===== src/rtl/vdp_cpu_port.sv =====
// CPU side of the VDP: decodes Z80 control/data port accesses into VRAM, CRAM and register writes.
// Define VDP_LINE_IRQ_EN to add the programmable line-counter interrupt (reload via index 10).
module vdp_cpu_port #(
  parameter int unsigned VRAM_LAT = 2,
  parameter int unsigned NUM_REGS = 10
) (
  input  logic                  i_clk,
  input  logic                  i_rst,
  input  logic                  i_cpu_req,
  input  logic                  i_cpu_wr,
  input  logic                  i_cpu_sel,
  input  logic [7:0]            i_cpu_din,
  output logic                  o_cpu_ready,
  output logic [7:0]            o_cpu_dout,
  output logic                  o_cpu_rd_valid,
  input  logic                  i_screenBusy,
  output logic [13:0]           o_VRAM_CPU_addr,
  output logic [7:0]            o_VRAM_CPU_wdata,
  output logic                  o_VRAM_CPU_we,
  output logic                  o_VRAM_CPU_re,
  input  logic [7:0]            i_VRAM_CPU_data_out,
  output logic [4:0]            o_CRAM_CPU_addr,
  output logic [5:0]            o_CRAM_CPU_wdata,
  output logic                  o_CRAM_CPU_we,
  output logic [NUM_REGS*8-1:0] o_regFile,
  input  logic                  i_vblank_pulse,
  input  logic                  i_spr_ovf_pulse,
  input  logic                  i_spr_coll_pulse,
  input  logic                  i_line_pulse,
  output logic                  o_irq
);

  localparam int unsigned LatW = $clog2(VRAM_LAT + 1);

  typedef enum logic [2:0] {StIdle, StVramWr, StCramWr, StRdReq, StRdWait} state_e;

  state_e                r_state, w_state_d;
  logic [13:0]           r_addr;
  logic [1:0]            r_code;
  logic                  r_second;
  logic [7:0]            r_buf;
  logic                  r_vint, r_ovf, r_coll, r_irq;
  logic [7:0]            r_dout;
  logic                  r_rd_valid;
  logic [LatW-1:0]       r_lat_cnt;
  logic [NUM_REGS*8-1:0] r_regs;

  logic w_accept, w_ready, w_vram_we, w_vram_re, w_cram_we;
  logic w_ctrl_wr, w_ctrl_rd, w_data_wr, w_data_rd, w_reg_wr, w_rd_done, w_line_irq;
  logic [7:0] w_status;

  assign w_ctrl_wr = w_accept & i_cpu_sel & i_cpu_wr;
  assign w_ctrl_rd = w_accept & i_cpu_sel & ~i_cpu_wr;
  assign w_data_wr = w_accept & ~i_cpu_sel & i_cpu_wr;
  assign w_data_rd = w_accept & ~i_cpu_sel & ~i_cpu_wr;
  assign w_reg_wr  = w_ctrl_wr & r_second & (i_cpu_din[7:6] == 2'd2);
  assign w_rd_done = (r_state == StRdWait) && (r_lat_cnt == LatW'(VRAM_LAT));
  assign w_status  = {r_vint, r_ovf, r_coll, 5'b0};

  always_ff @(posedge i_clk) begin
    if (i_rst) r_state <= StIdle;
    else       r_state <= w_state_d;
  end

  always_comb begin
    w_state_d = r_state;
    w_ready   = 1'b0;
    w_accept  = 1'b0;
    w_vram_we = 1'b0;
    w_vram_re = 1'b0;
    w_cram_we = 1'b0;
    case (r_state)
      StIdle: begin
        w_ready  = 1'b1;
        w_accept = i_cpu_req;
        if (i_cpu_req) begin
          if (i_cpu_sel) begin
            if (i_cpu_wr && r_second && (i_cpu_din[7:6] == 2'd0)) w_state_d = StRdReq;
          end else if (i_cpu_wr) begin
            w_state_d = (r_code == 2'd3) ? StCramWr : StVramWr;
          end else begin
            w_state_d = StRdReq;
          end
        end
      end
      StVramWr: begin
        if (!i_screenBusy) begin
          w_vram_we = 1'b1;
          w_state_d = StIdle;
        end
      end
      StCramWr: begin
        w_cram_we = 1'b1;
        w_state_d = StIdle;
      end
      StRdReq: begin
        if (!i_screenBusy) begin
          w_vram_re = 1'b1;
          w_state_d = StRdWait;
        end
      end
      StRdWait: begin
        if (w_rd_done) w_state_d = StIdle;
      end
      default: w_state_d = StIdle;
    endcase
  end

  always_ff @(posedge i_clk) begin
    if (i_rst) begin
      r_addr     <= '0;
      r_code     <= '0;
      r_second   <= 1'b0;
      r_buf      <= '0;
      r_vint     <= 1'b0;
      r_ovf      <= 1'b0;
      r_coll     <= 1'b0;
      r_irq      <= 1'b0;
      r_dout     <= '0;
      r_rd_valid <= 1'b0;
      r_lat_cnt  <= '0;
      r_regs     <= '0;
    end else begin
      r_rd_valid <= 1'b0;
      if (w_ctrl_wr) begin
        if (!r_second) begin
          r_addr[7:0] <= i_cpu_din;
          r_second    <= 1'b1;
        end else begin
          r_code       <= i_cpu_din[7:6];
          r_addr[13:8] <= i_cpu_din[5:0];
          r_second     <= 1'b0;
        end
      end
      // Register value comes from the first command byte, still held in addr[7:0].
      if (w_reg_wr) begin
        for (int i = 0; i < NUM_REGS; i++) begin
          if (i_cpu_din[3:0] == 4'(i)) r_regs[i*8 +: 8] <= r_addr[7:0];
        end
      end
      if (w_ctrl_rd || w_data_rd) begin
        r_dout     <= w_ctrl_rd ? w_status : r_buf;
        r_rd_valid <= 1'b1;
        r_second   <= 1'b0;
      end
      if (w_data_wr) begin
        r_second <= 1'b0;
        r_buf    <= i_cpu_din;
      end
      if (w_vram_re)                                   r_lat_cnt <= LatW'(1);
      else if (r_state == StRdWait && !w_rd_done)      r_lat_cnt <= r_lat_cnt + LatW'(1);
      if (w_rd_done)                                   r_buf <= i_VRAM_CPU_data_out;
      if (w_vram_we || w_cram_we || w_rd_done)         r_addr <= r_addr + 14'd1;
      // A pulse arriving with a status read wins over the clear.
      r_vint <= (r_vint & ~w_ctrl_rd) | i_vblank_pulse;
      r_ovf  <= (r_ovf  & ~w_ctrl_rd) | i_spr_ovf_pulse;
      r_coll <= (r_coll & ~w_ctrl_rd) | i_spr_coll_pulse;
      r_irq  <= (r_vint & r_regs[13]) | w_line_irq;
    end
  end

`ifdef VDP_LINE_IRQ_EN
  logic [7:0] r_line_cnt, r_line_reload;
  logic       r_line_flag;

  always_ff @(posedge i_clk) begin
    if (i_rst) begin
      r_line_cnt    <= '0;
      r_line_reload <= '0;
      r_line_flag   <= 1'b0;
    end else begin
      if (w_reg_wr && (i_cpu_din[3:0] == 4'd10)) r_line_reload <= r_addr[7:0];
      if (i_vblank_pulse)    r_line_cnt <= r_line_reload;
      else if (i_line_pulse) r_line_cnt <= (r_line_cnt == 8'd0) ? r_line_reload
                                                               : r_line_cnt - 8'd1;
      r_line_flag <= (r_line_flag & ~w_ctrl_rd) |
                     (i_line_pulse & ~i_vblank_pulse & (r_line_cnt == 8'd0));
    end
  end

  assign w_line_irq = r_line_flag & r_regs[4];
`else
  logic w_unused_line;
  assign w_unused_line = i_line_pulse;
  assign w_line_irq    = 1'b0;
`endif

  assign o_cpu_ready      = w_ready;
  assign o_cpu_dout       = r_dout;
  assign o_cpu_rd_valid   = r_rd_valid;
  assign o_VRAM_CPU_addr  = r_addr;
  assign o_VRAM_CPU_wdata = r_buf;
  assign o_VRAM_CPU_we    = w_vram_we;
  assign o_VRAM_CPU_re    = w_vram_re;
  assign o_CRAM_CPU_addr  = r_addr[4:0];
  assign o_CRAM_CPU_wdata = r_buf[5:0];
  assign o_CRAM_CPU_we    = w_cram_we;
  assign o_regFile        = r_regs;
  assign o_irq            = r_irq;

endmodule


===== config.mk =====
export PLATFORM = sky130hd
export DESIGN_NAME = vdp_cpu_port
export DESIGN_NICKNAME = d
export VERILOG_FILES = /design/src/rtl/vdp_cpu_port.sv
export SDC_FILE = /design/constraint.sdc
export NUM_CORES = 1
export LEC_CHECK = 0
export CAP_MARGIN = 20
export CORE_MARGIN = 2
export CORE_UTILIZATION = 51
export DETAILED_ROUTE_END_ITERATION = 6
export PLACE_DENSITY = 0.9
export REMOVE_ABC_BUFFERS = 1
export SLEW_MARGIN = 20
export SYNTH_ARGS = -nofsm -noshare
export SYNTH_HDL_FRONTEND = slang
export SYNTH_SLANG_ARGS = --single-unit

===== constraint.sdc =====
create_clock -name i_clk -period 4.58 [get_ports i_clk]
set_input_delay 1.145 -clock i_clk [delete_from_list [all_inputs] [get_ports i_clk]]
set_output_delay 1.145 -clock i_clk [all_outputs]
set_load 0.005 [all_outputs]

==> run_results.csv, run 1 <==
group,metric,value,unit
status,status,"finished, final reports clean",
worst_hold_path,whs_path_depth,2,
logic_synthesis,async_flop_share,0,%
floorplanning,initial_core_util,51.9,%
route,firstDrtPassIters,5,
logic_synthesis,synth-seq-area-share,46.4,%
timing,max_slew.worst_pin.slew,1.02,ns
floorplanning,die_w,106,µm
logic_synthesis,yosysTopAreaCell,"dfxtp_1",
logic_synthesis,syn_area,0.00531,mm²
finish,layout.nets,705,
setup_path,r2r_cells,4,
global_routing,grt.overflow.total,0,
route,vias,4616,
timing,finalSetupViolCount,0,
clocking,post_cts_resized,0,
run,cap_violations,0,
logic_synthesis,postSynthAreaPerCell,9.72,µm²
power_and_ir_drop,switchingPower,0.634,mW
clocking,htree_num_levels,4,
timing,fmax,0.269,GHz
clocking,clkLatencyLatePin,0.51,ns
power_and_ir_drop,internal-power,2.03,mW
timing,finClkSkew,0.00674,ns
finish,final_layout_size_suffix_gt1_share,9.86,%
clocking,hold_buffers,0,
power_and_ir_drop,combPwrFrac,8.5,%
finish,syn_to_final_growth,39.4,%
logic_synthesis,syn_inst,546,
power_and_ir_drop,pwr-share-seq,41.6,%
power_and_ir_drop,ir_drop,0.260,mV
route,wire_per_inst,17.9,µm
setup_path,cp_data_arrival_time,2.57,ns
timing,grt_setup_unrepaired,"false",
global_routing,grt_max_degree,124,
setup_path,worstSetupPathType,"in -> out",
floorplanning,rows,37,
timing,fin_crit,3.71,ns
clocking,cts_tree,"built",
setup_path,start_kind,"primary input",
global_routing,grt_pass1_wl,22.8,mm
floorplanning,coreArea,0.0102,mm²
timing,setup_tns,0,ns
logic_synthesis,ys_ff_latch,123,
floorplanning,ios,153,
route,viasPerCell,5.59,
timing,hold_viol,0,
logic_synthesis,yosys_warnings,0,
placed_design,gp_congestion,0.884,
clocking,cts_buffer_depth,2,
timing,relSlewSlack,31.9,%
clocking,cts_root_buf,"clkbuf_8",
setup_path,endpoint_kind,"output pin",
power_and_ir_drop,p_leak,3.24,nW
clocking,post_cts_buffers,0,
finish,final_core_util,72.3,%
logic_synthesis,synthTopCellsByArea,"dfxtp_1, mux2i_1, nor2_1",
floorplanning,die-area,0.0112,mm²
logic_synthesis,yosys_most_used_dff,"dfxtp_1",
clocking,clkTransAtPathRegs,0.06,ns
route,drc,0,
power_and_ir_drop,switching_share,23.8,%
route,drtIter0Drc,361,
placed_design,portBuffers,151,
setup_path,critPathMaxFanout,4,
route,drt-total-wl,14.8,mm
logic_synthesis,synth-edff-count,0,
global_routing,grtUsageTotal,26.1,%
power_and_ir_drop,p_total,2.66,mW
floorplanning,die_h,106,µm
setup_path,crit_required,3.43,ns
route,drtAntennaViolNets,0,
worst_hold_path,hold_class,"reg -> reg",
power_and_ir_drop,clock_power_share,49.9,%
power_and_ir_drop,power.density,360,mW/mm²
placed_design,dp_hpwl,9.86,mm
logic_synthesis,synth.distinct_cells,51,
global_routing,grt_pass1_vias,4508,
finish,fillers,724,
clocking,clock-sinks,123,
logic_synthesis,synth_top_area_share,46.4,%
timing,period_share,81.1,%
timing,slew_violations,0,
global_routing,grt_antenna_before_repair,0,
clocking,numCtsBuffers,17,
finish,antenna_cells,0,
## placed cells by master, fill, tap and decap left out, drive strengths merged, types with 9 or more instances in the layout
cell type	Yosys	routed
nand2	46	46
buf	22	10
a311oi	9	9
a21oi	13	13
nand3	16	16
clkdlybuf4s50	0	150
clkbuf	26	19
nand4	12	12
dfxtp	123	123
nor2	106	106
mux2i	84	84
a31oi	12	12
## flip-flops by register name (all words and copies together), names as in the netlist
name / flops
r_lat_cnt: 2
r_second: 1
o_VRAM_CPU_addr: 14
o_VRAM_CPU_wdata: 8
r_coll: 1
o_cpu_dout: 8
o_regFile: 80
r_code: 2
o_cpu_rd_valid: 1
o_irq: 1
r_state: 3
r_ovf: 1
r_vint: 1
## cells by family (layout without fill, tap and decap cells)
logic type | count (synthesis) | after routing | share of synthesized area [%]
flops | 123 | 123 | 46.4
mux | 84 | 84 | 15.8
buf+inv | 53 | 197 | 5.26
fa+ha+maj | 2 | 2 | 0.472
simple gates | 228 | 228 | 24.3
xor+xnor | 1 | 1 | 0.165
compound gates | 55 | 55 | 7.55
## layout make-up
cell class                      count  area (µm²)  area share (%)
Timing Repair Buffer              160        1580            21.4
Tap cell                          136         170            2.30
Multi-Input combinational cell    370        2560            34.7
Inverter                            5        18.8           0.254
Sequential cell                   123        2460            33.3
Clock inverter                     13         166            2.25
Clock buffer                       19         432            5.84
## final timing paths
kind / startpoint / to / slack (ns)
setup / recovery: i_screenBusy / o_VRAM_CPU_we / 0.87
hold / removal: o_cpu_dout[3]$_SDFFE_PP0P_ / o_cpu_dout[3]$_SDFFE_PP0P_ / 0.46
setup reg to reg: r_state[0]$_SDFFE_PP0P_ / o_VRAM_CPU_addr[10]$_SDFFE_PP0P_ / 2.32
hold reg to reg: o_cpu_dout[3]$_SDFFE_PP0P_ / o_cpu_dout[3]$_SDFFE_PP0P_ / 0.46
## per-stage QoR
| step | area, µm² | hold WS (ns) | instances | setup WS (ns) |
|---|---|---|---|---|
| 2_1_floorplan | 5040 | 0.442 | 498 | 1.65 |
| 3_3_place_gp | 6790 | 0.442 | 794 | 0.923 |
| 3_5_place_dp | 6790 | 0.455 | 794 | 0.872 |
| 4_1_cts | 7390 | 0.464 | 826 | 0.861 |
| 5_1_grt | 7390 | 0.487 | 826 | 0.818 |
| 6_report | 7390 | 0.458 | 826 | 0.868 |
## power groups by stage
stage	logic [mW]	clock network, mW	registers [mW]
2_1_floorplan	0.0829	0	1.14
3_3_place_gp	0.215	0	1.13
3_5_place_dp	0.221	0	1.13
4_1_cts	0.223	1.35	1.11
5_1_grt	0.240	1.39	1.11
6_report	0.226	1.33	1.11
## cell usage after synthesis, drive strengths merged, types with 2 or more instances
cell type,instances
a311oi,9
nor3b,3
nand3,16
nand3b,7
or3,5
inv,5
ha,2
and2,4
buf,22
a211oi,4
and4,2
and4bb,4
a32oi,5
and3,3
a21oi,13
nor4b,5
and3b,3
a2111oi,2
nor3,3
clkbuf,26
or4,3
nor2,106
o311ai,7
mux2i,84
nand2,46
dfxtp,123
a31oi,12
nand4,12
## worst max-delay path, cell delays in order
cell and delay, ns:
clkdlybuf4s50_1 0.47, nor4b_4 0.38, clkdlybuf4s50_1 0.57
## layer usage
metal  part of all wire, %  vias up  track usage, %
li1                      -     2182               -
met4                   2.5        0            11.4
met2                    48      209            43.8
met1                    40     2196            30.7
met3                   8.9       29            7.97
met5                     0        -               0
Note: power is estimated with default switching activity, not from simulation.
==> inputs of run 2 (changes only) <==
--- a/config.mk
+++ b/config.mk
@@ -7,9 +7,9 @@
 export LEC_CHECK = 0
 export CAP_MARGIN = 20
 export CORE_MARGIN = 2
-export CORE_UTILIZATION = 51
+export CORE_UTILIZATION = 48
 export DETAILED_ROUTE_END_ITERATION = 6
-export PLACE_DENSITY = 0.9
+export PLACE_DENSITY = 0.86
 export REMOVE_ABC_BUFFERS = 1
 export SLEW_MARGIN = 20
 export SYNTH_ARGS = -nofsm -noshare
==> constraint.sdc (replaced) <==
create_clock -name i_clk -period 3.8 [get_ports i_clk]
set_input_delay 0.95 -clock i_clk [delete_from_list [all_inputs] [get_ports i_clk]]
set_output_delay 0.95 -clock i_clk [all_outputs]
set_load 0.005 [all_outputs]
==> run 2 against run 1 <==
Against the previous run:
- final area fell by 0.64%
- register-to-register slack got worse by 0.87 ns
- setup slack got worse by 0.36 ns
- largest cell class unchanged
- routed wire length barely moved
- sequential power rose by 23%
- first-iteration DRC count fell by 25%
- highest routed layer unchanged
- die area rose by 6.0%
- via count rose by 0.52%
- hold slack got worse by 0.0078 ns
- non-clock buffer count rose by 1
==> run_results.csv, run 2 (synthesis gave the netlist of run 1 again) <==
group,metric,value,unit
status,status,"finished, final reports clean",
worst_hold_path,whs_path_depth,2,
finish,layout.nets,706,
worst_hold_path,hold_class,"reg -> reg",
global_routing,grt_pass1_wl,22.9,mm
timing,relSlewSlack,47.9,%
global_routing,use_met1,28.6,%
clocking,htree_num_levels,4,
finish,syn_to_final_growth,38.5,%
global_routing,busiest_layer,"met2",
route,drtAntennaViolNets,0,
floorplanning,coreArea,0.0108,mm²
clocking,numCtsBuffers,17,
floorplanning,die_h,109,µm
timing,slew_violations,0,
placed_design,gp_congestion,0.826,
clocking,post_cts_resized,0,
floorplanning,die-area,0.0119,mm²
clocking,clock-sinks,123,
setup_path,r2r_cells,5,
timing,fmax,0.303,GHz
setup_path,worstSetupPathType,"in -> out",
global_routing,met2_usage,43.3,%
timing,finClkSkew,0.0157,ns
timing,finalSetupViolCount,0,
floorplanning,initial_core_util,49.2,%
finish,final_layout_size_suffix_gt1_share,9.71,%
clocking,clkTransAtPathRegs,0.06,ns
global_routing,grt_pass1_vias,4548,
worst_hold_path,holdCritStartpoint,"o_cpu_dout[3]$_SDFFE_PP0P_",
global_routing,grtUsageTotal,25.3,%
timing,max_slew.worst_pin.slew,0.781,ns
timing,setup_tns,0,ns
power_and_ir_drop,power.density,418,mW/mm²
clocking,cts_root_buf,"clkbuf_8",
route,drt-total-wl,14.8,mm
clocking,hold_buffers,0,
setup_path,start_kind,"primary input",
finish,mostFrequentLayoutCells,"clkdlybuf4s50_1, dfxtp_1, nor2_1",
floorplanning,ios,153,
global_routing,grt_antenna_before_repair,0,
setup_path,cp_data_arrival_time,2.35,ns
finish,largest_reg_flops,80,
clocking,cts_tree,"built",
finish,antenna_cells,0,
route,viasPerCell,5.59,
setup_path,reg2reg_slack,1.45,ns
global_routing,grt_max_degree,69,
timing,fin_crit,3.30,ns
setup_path,endpoint_kind,"output pin",
timing,period_share,86.8,%
clocking,clkLatencyLatePin,0.52,ns
clocking,post_cts_buffers,0,
run,cap_violations,0,
finish,layout_commonest_cell,"clkdlybuf4s50_1",
placed_design,dp_hpwl,9.88,mm
worst_hold_path,min_to,"o_cpu_dout[3]$_SDFFE_PP0P_",
setup_path,critPathMaxFanout,4,
power_and_ir_drop,ir_drop,0.380,mV
finish,fillers,809,
route,vias,4640,
clocking,cts_buffer_depth,2,
timing,grt_setup_unrepaired,"false",
setup_path,crit_required,2.85,ns
placed_design,portBuffers,151,
route,drc,0,
power_and_ir_drop,p_leak,3.21,nW
floorplanning,die_w,109,µm
route,drtIter0Drc,269,
timing,hold_ws,0.451,ns
floorplanning,rows,38,
route,firstDrtPassIters,6,
setup_path,timing.rr.start,"o_VRAM_CPU_addr[0]$_SDFFE_PP0P_",
global_routing,grt.overflow.total,0,
timing,hold_viol,0,
global_routing,met3_usage,9.80,%
route,wire_per_inst,17.8,µm
setup_path,timing.rr.end,"o_VRAM_CPU_addr[12]$_SDFFE_PP0P_",
==> run 2: cell types whose count changed in the layout (fill, tap and decap cells not counted) <==
cell        delta
buf_6          -1
clkbuf_1       +1
clkinv_4       -2
buf_4          +2
clkinvlp_4     +1
bufinv_16      -2
clkinv_2       +1
inv_6          -1
clkbuf_8       +1
==> run 2: final cells by class <==
class | count | area (µm²) | area share [%]
tap | 140 | 175 | 2.38
multi-input combinational | 370 | 2560 | 34.9
timing repair buffer | 161 | 1580 | 21.6
sequential | 123 | 2460 | 33.5
inverter | 5 | 18.8 | 0.255
clock inverter | 10 | 92.6 | 1.26
clock buffer | 21 | 449 | 6.11
==> run 2: worst max path at each step <==
stage / startpoint / endpoint / slack, ns
finish: i_screenBusy / o_VRAM_CPU_we / 0.50
global route: i_screenBusy / o_VRAM_CPU_we / 0.43
CTS: i_screenBusy / o_VRAM_CPU_we / 0.50
detailed placement: i_screenBusy / o_VRAM_CPU_we / 0.51
global placement: i_screenBusy / o_VRAM_CPU_we / 0.53
floorplan: i_cpu_req / o_regFile[32]$_SDFFE_PP0P_ / 1.07
==> run 2: power by group <==
| part | leakage [nW] | internal [mW] | switching, mW |
|---|---|---|---|
| Sequential | 0.993 | 1.31 | 0.0457 |
| Clock | 0.256 | 0.896 | 0.573 |
| Combinational | 1.96 | 0.116 | 0.133 |
==> run 2: layer usage <==
metal	routed length [µm]	share of wire [%]
met1	5920	40
met2	7210	49
met3	1410	9.6
met4	235	1.6
met5	0	0
==> run 2: critical path, cell delays in order <==
cell and delay, ns:
clkdlybuf4s50_1 0.47, nor4b_4 0.36, clkdlybuf4s50_1 0.57
==> run 2: through the flow <==
step	util (%)	area, µm²	std cells	setup slack [ns]	power (mW)
after global placement	63.0	6800	799	0.531	1.62
after global routing	68.1	7350	830	0.433	3.17
after detailed placement	63.0	6800	799	0.510	1.63
after CTS	68.1	7350	830	0.505	3.10
final	68.1	7350	830	0.503	3.07
after floorplan	-	5040	498	1.07	1.47
==> RTL edit 1, RTL diff (config.mk and constraints of run 2) <==
Change the parameter `NUM_REGS` from 10 to 11.
--- a/src/rtl/vdp_cpu_port.sv
+++ b/src/rtl/vdp_cpu_port.sv
@@ -2,7 +2,7 @@
 // Define VDP_LINE_IRQ_EN to add the programmable line-counter interrupt (reload via index 10).
 module vdp_cpu_port #(
   parameter int unsigned VRAM_LAT = 2,
-  parameter int unsigned NUM_REGS = 10
+  parameter int unsigned NUM_REGS = 11
 ) (
   input  logic                  i_clk,
   input  logic                  i_rst,
Ports: changed (resized o_regFile); port bits go from 153 to 161. The function was not compared with the original's and may differ.
==> RTL edit 1 against run 2 <==
The run now ends with DRC left; sequential share of layout area increased by 0.27 points; sequential cell count increased by 8; setup slack got worse by 0.26 ns; wire length increased by 9.3%; power increased by 2.6%; synthesized area increased by 4.7%; fmax decreased by 7.2%; design area increased by 5.6%; highest routed layer unchanged.
==> RTL edit 1: results (changes against run 2) <==
failing checks DRC; Adder-Cell Fraction of Synth Area 0.451% (was 0.472%); met3 routed WL 1320 um (was 1410 um); dpl ws 0.259 ns (was 0.510 ns); inverter count 7 (was 5); Metal-1 WL 6630 um (was 5920 um); status finished, violations left (was complete, no violations); gp weighted congestion 0.852 (was 0.826); final wirelength 16,200 um (was 14,800 um); num sequential 131 (was 123); dpl hpwl 10,700 um (was 9880 um); placed inst area 7230 um2 (was 6800 um2); sequential cell area 2620 um2 (was 2460 um2); max FFs per register 88 (was 80); met2 GRT Util 42.6% (was 43.3%); Netlist cell types 50 (was 51); skew final 0.00713 ns (was 0.0157 ns); crit-path max FO 5 (was 4); LEAKAGE 2.68 nW (was 3.21 nW); Data buffer area share 22.7% (was 21.6%); Crit path largest cell delay 0.60 ns (was 0.57 ns); Clock Latency Late Sink 0.41 ns (was 0.52 ns); Placed Cells 855 (was 799); clk root buf clkbuf_16 (was clkbuf_8); drt initial violations 351 (was 269); clk cell area share 6.84% (was 7.38%); top post-synthesis cells by area dfxtp_1 (47%), mux2i_1 (16%), nor2_1 (7.8%) (was dfxtp_1 (46%), mux2i_1 (16%), nor2_1 (7.5%)); buffers outside the clock class 182 (was 161); R2R depth 6 (was 5); routed wl met2 7800 um (was 7210 um); synth cell count leaders dfxtp_1 (131), nor2_1 (116), mux2i_1 (91) (was dfxtp_1 (123), nor2_1 (106), mux2i_1 (84)); IO Port Bufs 159 (was 151); Least-Margin Pin Slew 0.993 ns (was 0.781 ns); first-pass GRT wire length 25,600 um (was 22,900 um); Worst path slowest cell or4b_1 (was clkdlybuf4s50_1); multi-input gates 392 (was 370); post-DR vias/cell 5.65 (was 5.59); DR DRC count 1 (was 0); critical path arrival 2.60 ns (was 2.35 ns); GR Util All Layers 25.8% (was 25.3%); mux cell area share after synthesis 16.4% (was 15.8%); Finished Core Util 68.3% (was 68.1%); CTS clk-pin slew, worst paths 0.06 ns (about the same); area of the multi-input gates 2640 um2 (was 2560 um2); Seq/Total Area, Yosys 47.2% (was 46.4%); Max VDD drop 0.353 mV (was 0.380 mV); GR Layer Usage met1 30.6% (was 28.6%); Synth Area in XOR/XNOR 0.158% (was 0.165%); Fillers 903 (was 809); routed len/inst 18.2 um (was 17.8 um); vias in the first global route 5,013 (was 4,548); iteration count of the initial detailed-routing pass 7 (was 6); fraction of area in registers 33.8% (was 33.5%); largest net degree at the start of global routing 86 (was 69); compound-gate portion of the synthesized area 8.15% (was 7.55%); layout cells sized above 1 9.83% (was 9.71%)
-- RTL edit 1: cell count changes after synthesis, sizes merged, moves of 5 or more --
| cell | delta |
|---|---|
| nor2 | +10 |
| dfxtp | +8 |
| a21oi | +5 |
| nor4 | +13 |
| mux2i | +7 |
| o311ai | -6 |
| nand4 | -12 |
-- RTL edit 1: final timing paths --
check | startpoint | endpoint | slack, ns
setup / recovery | i_screenBusy | o_VRAM_CPU_we | 0.25
hold / removal | o_cpu_dout[0] | o_cpu_dout[0] | 0.46
setup reg to reg | r_lat_cnt[0] | o_VRAM_CPU_addr[10] | 1.09
hold reg to reg | o_cpu_dout[0] | o_cpu_dout[0] | 0.46
-- RTL edit 1: report_power, final --
| part | leakage (nW) | internal, mW | switching, mW | total, mW |
|---|---|---|---|---|
| clock network | 0.256 | 0.873 | 0.587 | 1.46 |
| logic | 1.37 | 0.112 | 0.151 | 0.263 |
| registers | 1.06 | 1.39 | 0.0376 | 1.43 |
==> RTL edit 2, RTL diff (settings of run 2) <==
Made on the original files. Re-encode `state_e` (5 states) as one-hot, 5 bits wide.
--- a/src/rtl/vdp_cpu_port.sv
+++ b/src/rtl/vdp_cpu_port.sv
@@ -32,7 +32,7 @@
 
   localparam int unsigned LatW = $clog2(VRAM_LAT + 1);
 
-  typedef enum logic [2:0] {StIdle, StVramWr, StCramWr, StRdReq, StRdWait} state_e;
+  typedef enum logic [4:0] {StIdle = 5'b00001, StVramWr = 5'b00010, StCramWr = 5'b00100, StRdReq = 5'b01000, StRdWait = 5'b10000} state_e;
 
   state_e                r_state, w_state_d;
   logic [13:0]           r_addr;
Formal check against the unedited RTL: same outputs for any inputs over 4 cycles, from zero or initial values and one cycle with i_rst high; so few cycles prove little.
==> RTL edit 2 against run 2 <==
Clock power is 3% higher; sequential cell count is 2 higher; critical path type unchanged; design area is 1.5% higher; wire length is 4.8% higher; hold slack better by 0.0053 ns; via count is 7.3% higher; setup slack worse by 0.34 ns; largest cell class unchanged; first-iteration DRC count is 65% higher; synthesized area hardly changed; power is 5.8% higher.
==> RTL edit 2: results (changes against run 2) <==
Fillers 846 (was 809); routed wl met2 7590 um (was 7210 um); LEAKAGE 2.70 nW (was 3.21 nW); final hold slack 0.456 ns (was 0.451 ns); crit-path max FO 3 (was 4); met3 routed WL 1200 um (was 1410 um); skew final 0.00889 ns (was 0.0157 ns); dpl hpwl 10,500 um (was 9880 um); GR Util All Layers 26.6% (was 25.3%); worst r2r dst o_regFile[29] (was o_VRAM_CPU_addr[12]); Seq/Total Area, Yosys 47.2% (was 46.4%); met3 usage in global routing 7.83% (was 9.80%); PD cells 436 nW/um2 (was 418 nW/um2); worst hold start o_regFile[21] (was o_cpu_dout[3]); synth cell count leaders dfxtp_1 (125), nor2_1 (86), mux2i_1 (68) (was dfxtp_1 (123), nor2_1 (106), mux2i_1 (84)); headroom to the max-slew limit 40.4% (was 47.9%); Min-Delay Endpoint o_regFile[21] (was o_cpu_dout[3]); critical path arrival 2.68 ns (was 2.35 ns); R2R setup slack 1.20 ns (was 1.45 ns); largest net degree at the start of global routing 80 (was 69); Metal-1 WL 6260 um (was 5920 um); top post-synthesis cells by area dfxtp_1 (47%), mux2i_1 (13%), nor2_1 (6.1%) (was dfxtp_1 (46%), mux2i_1 (16%), nor2_1 (7.5%)); mux cell area share after synthesis 12.8% (was 15.8%); status complete, no violations (unchanged); vias in the first global route 4,728 (was 4,548); vias after detailed routing 4,979 (was 4,640); final wirelength 15,500 um (was 14,800 um); compound-gate portion of the synthesized area 10.6% (was 7.55%); gp weighted congestion 0.825 (was 0.826); placed inst area 6890 um2 (was 6800 um2); Max VDD drop 0.276 mV (was 0.380 mV); layout cells sized above 1 9.13% (was 9.71%); NetSw 0.832 mW (was 0.752 mW); Synth Area in XOR/XNOR 0.330% (was 0.165%); Netlist cell types 52 (was 51); drt initial violations 444 (was 269); Worst path slowest cell or4b_2 (was clkdlybuf4s50_1); nets 760 (was 706); Clk. pwr 1.52 mW (was 1.47 mW)
-- RTL edit 2: per-stage QoR --
stage               worst slack, ns  instances  utilization, %
detailed placement            0.171        853            63.8
finish                        0.167        885            69.1
global route                 0.0476        885            69.1
CTS                           0.166        885            69.1
floorplan                      1.04        541               -
global placement              0.163        853            63.8
-- RTL edit 2: worst max-delay path, delay by kind of cell --
kind / cells / cell delay, ns
buffers and inverters: 2 / 0.96
and+or+nand+nor: 2 / 0.78
-- RTL edit 2: cells by family (layout without fill, tap and decap cells) --
group                      count (synthesis)  count (layout)
DFF                                      125             125
muxes                                     68              68
and+or+nand+nor                          247             247
xor gates and xnor gates                   2               2
AOI/OAI and AO/OA                         91              91
buffers and inverters                     61             210
adders and majority gates                  2               2
-- RTL edit 2: final cells by class --
class                      instances  area share (%)
multi-input combinational        410            33.8
sequential                       125            33.6
timing repair buffer             172            22.3
clock buffer                      20            6.11
tap                              140            2.35
clock inverter                    12            1.53
inverter                           6           0.302
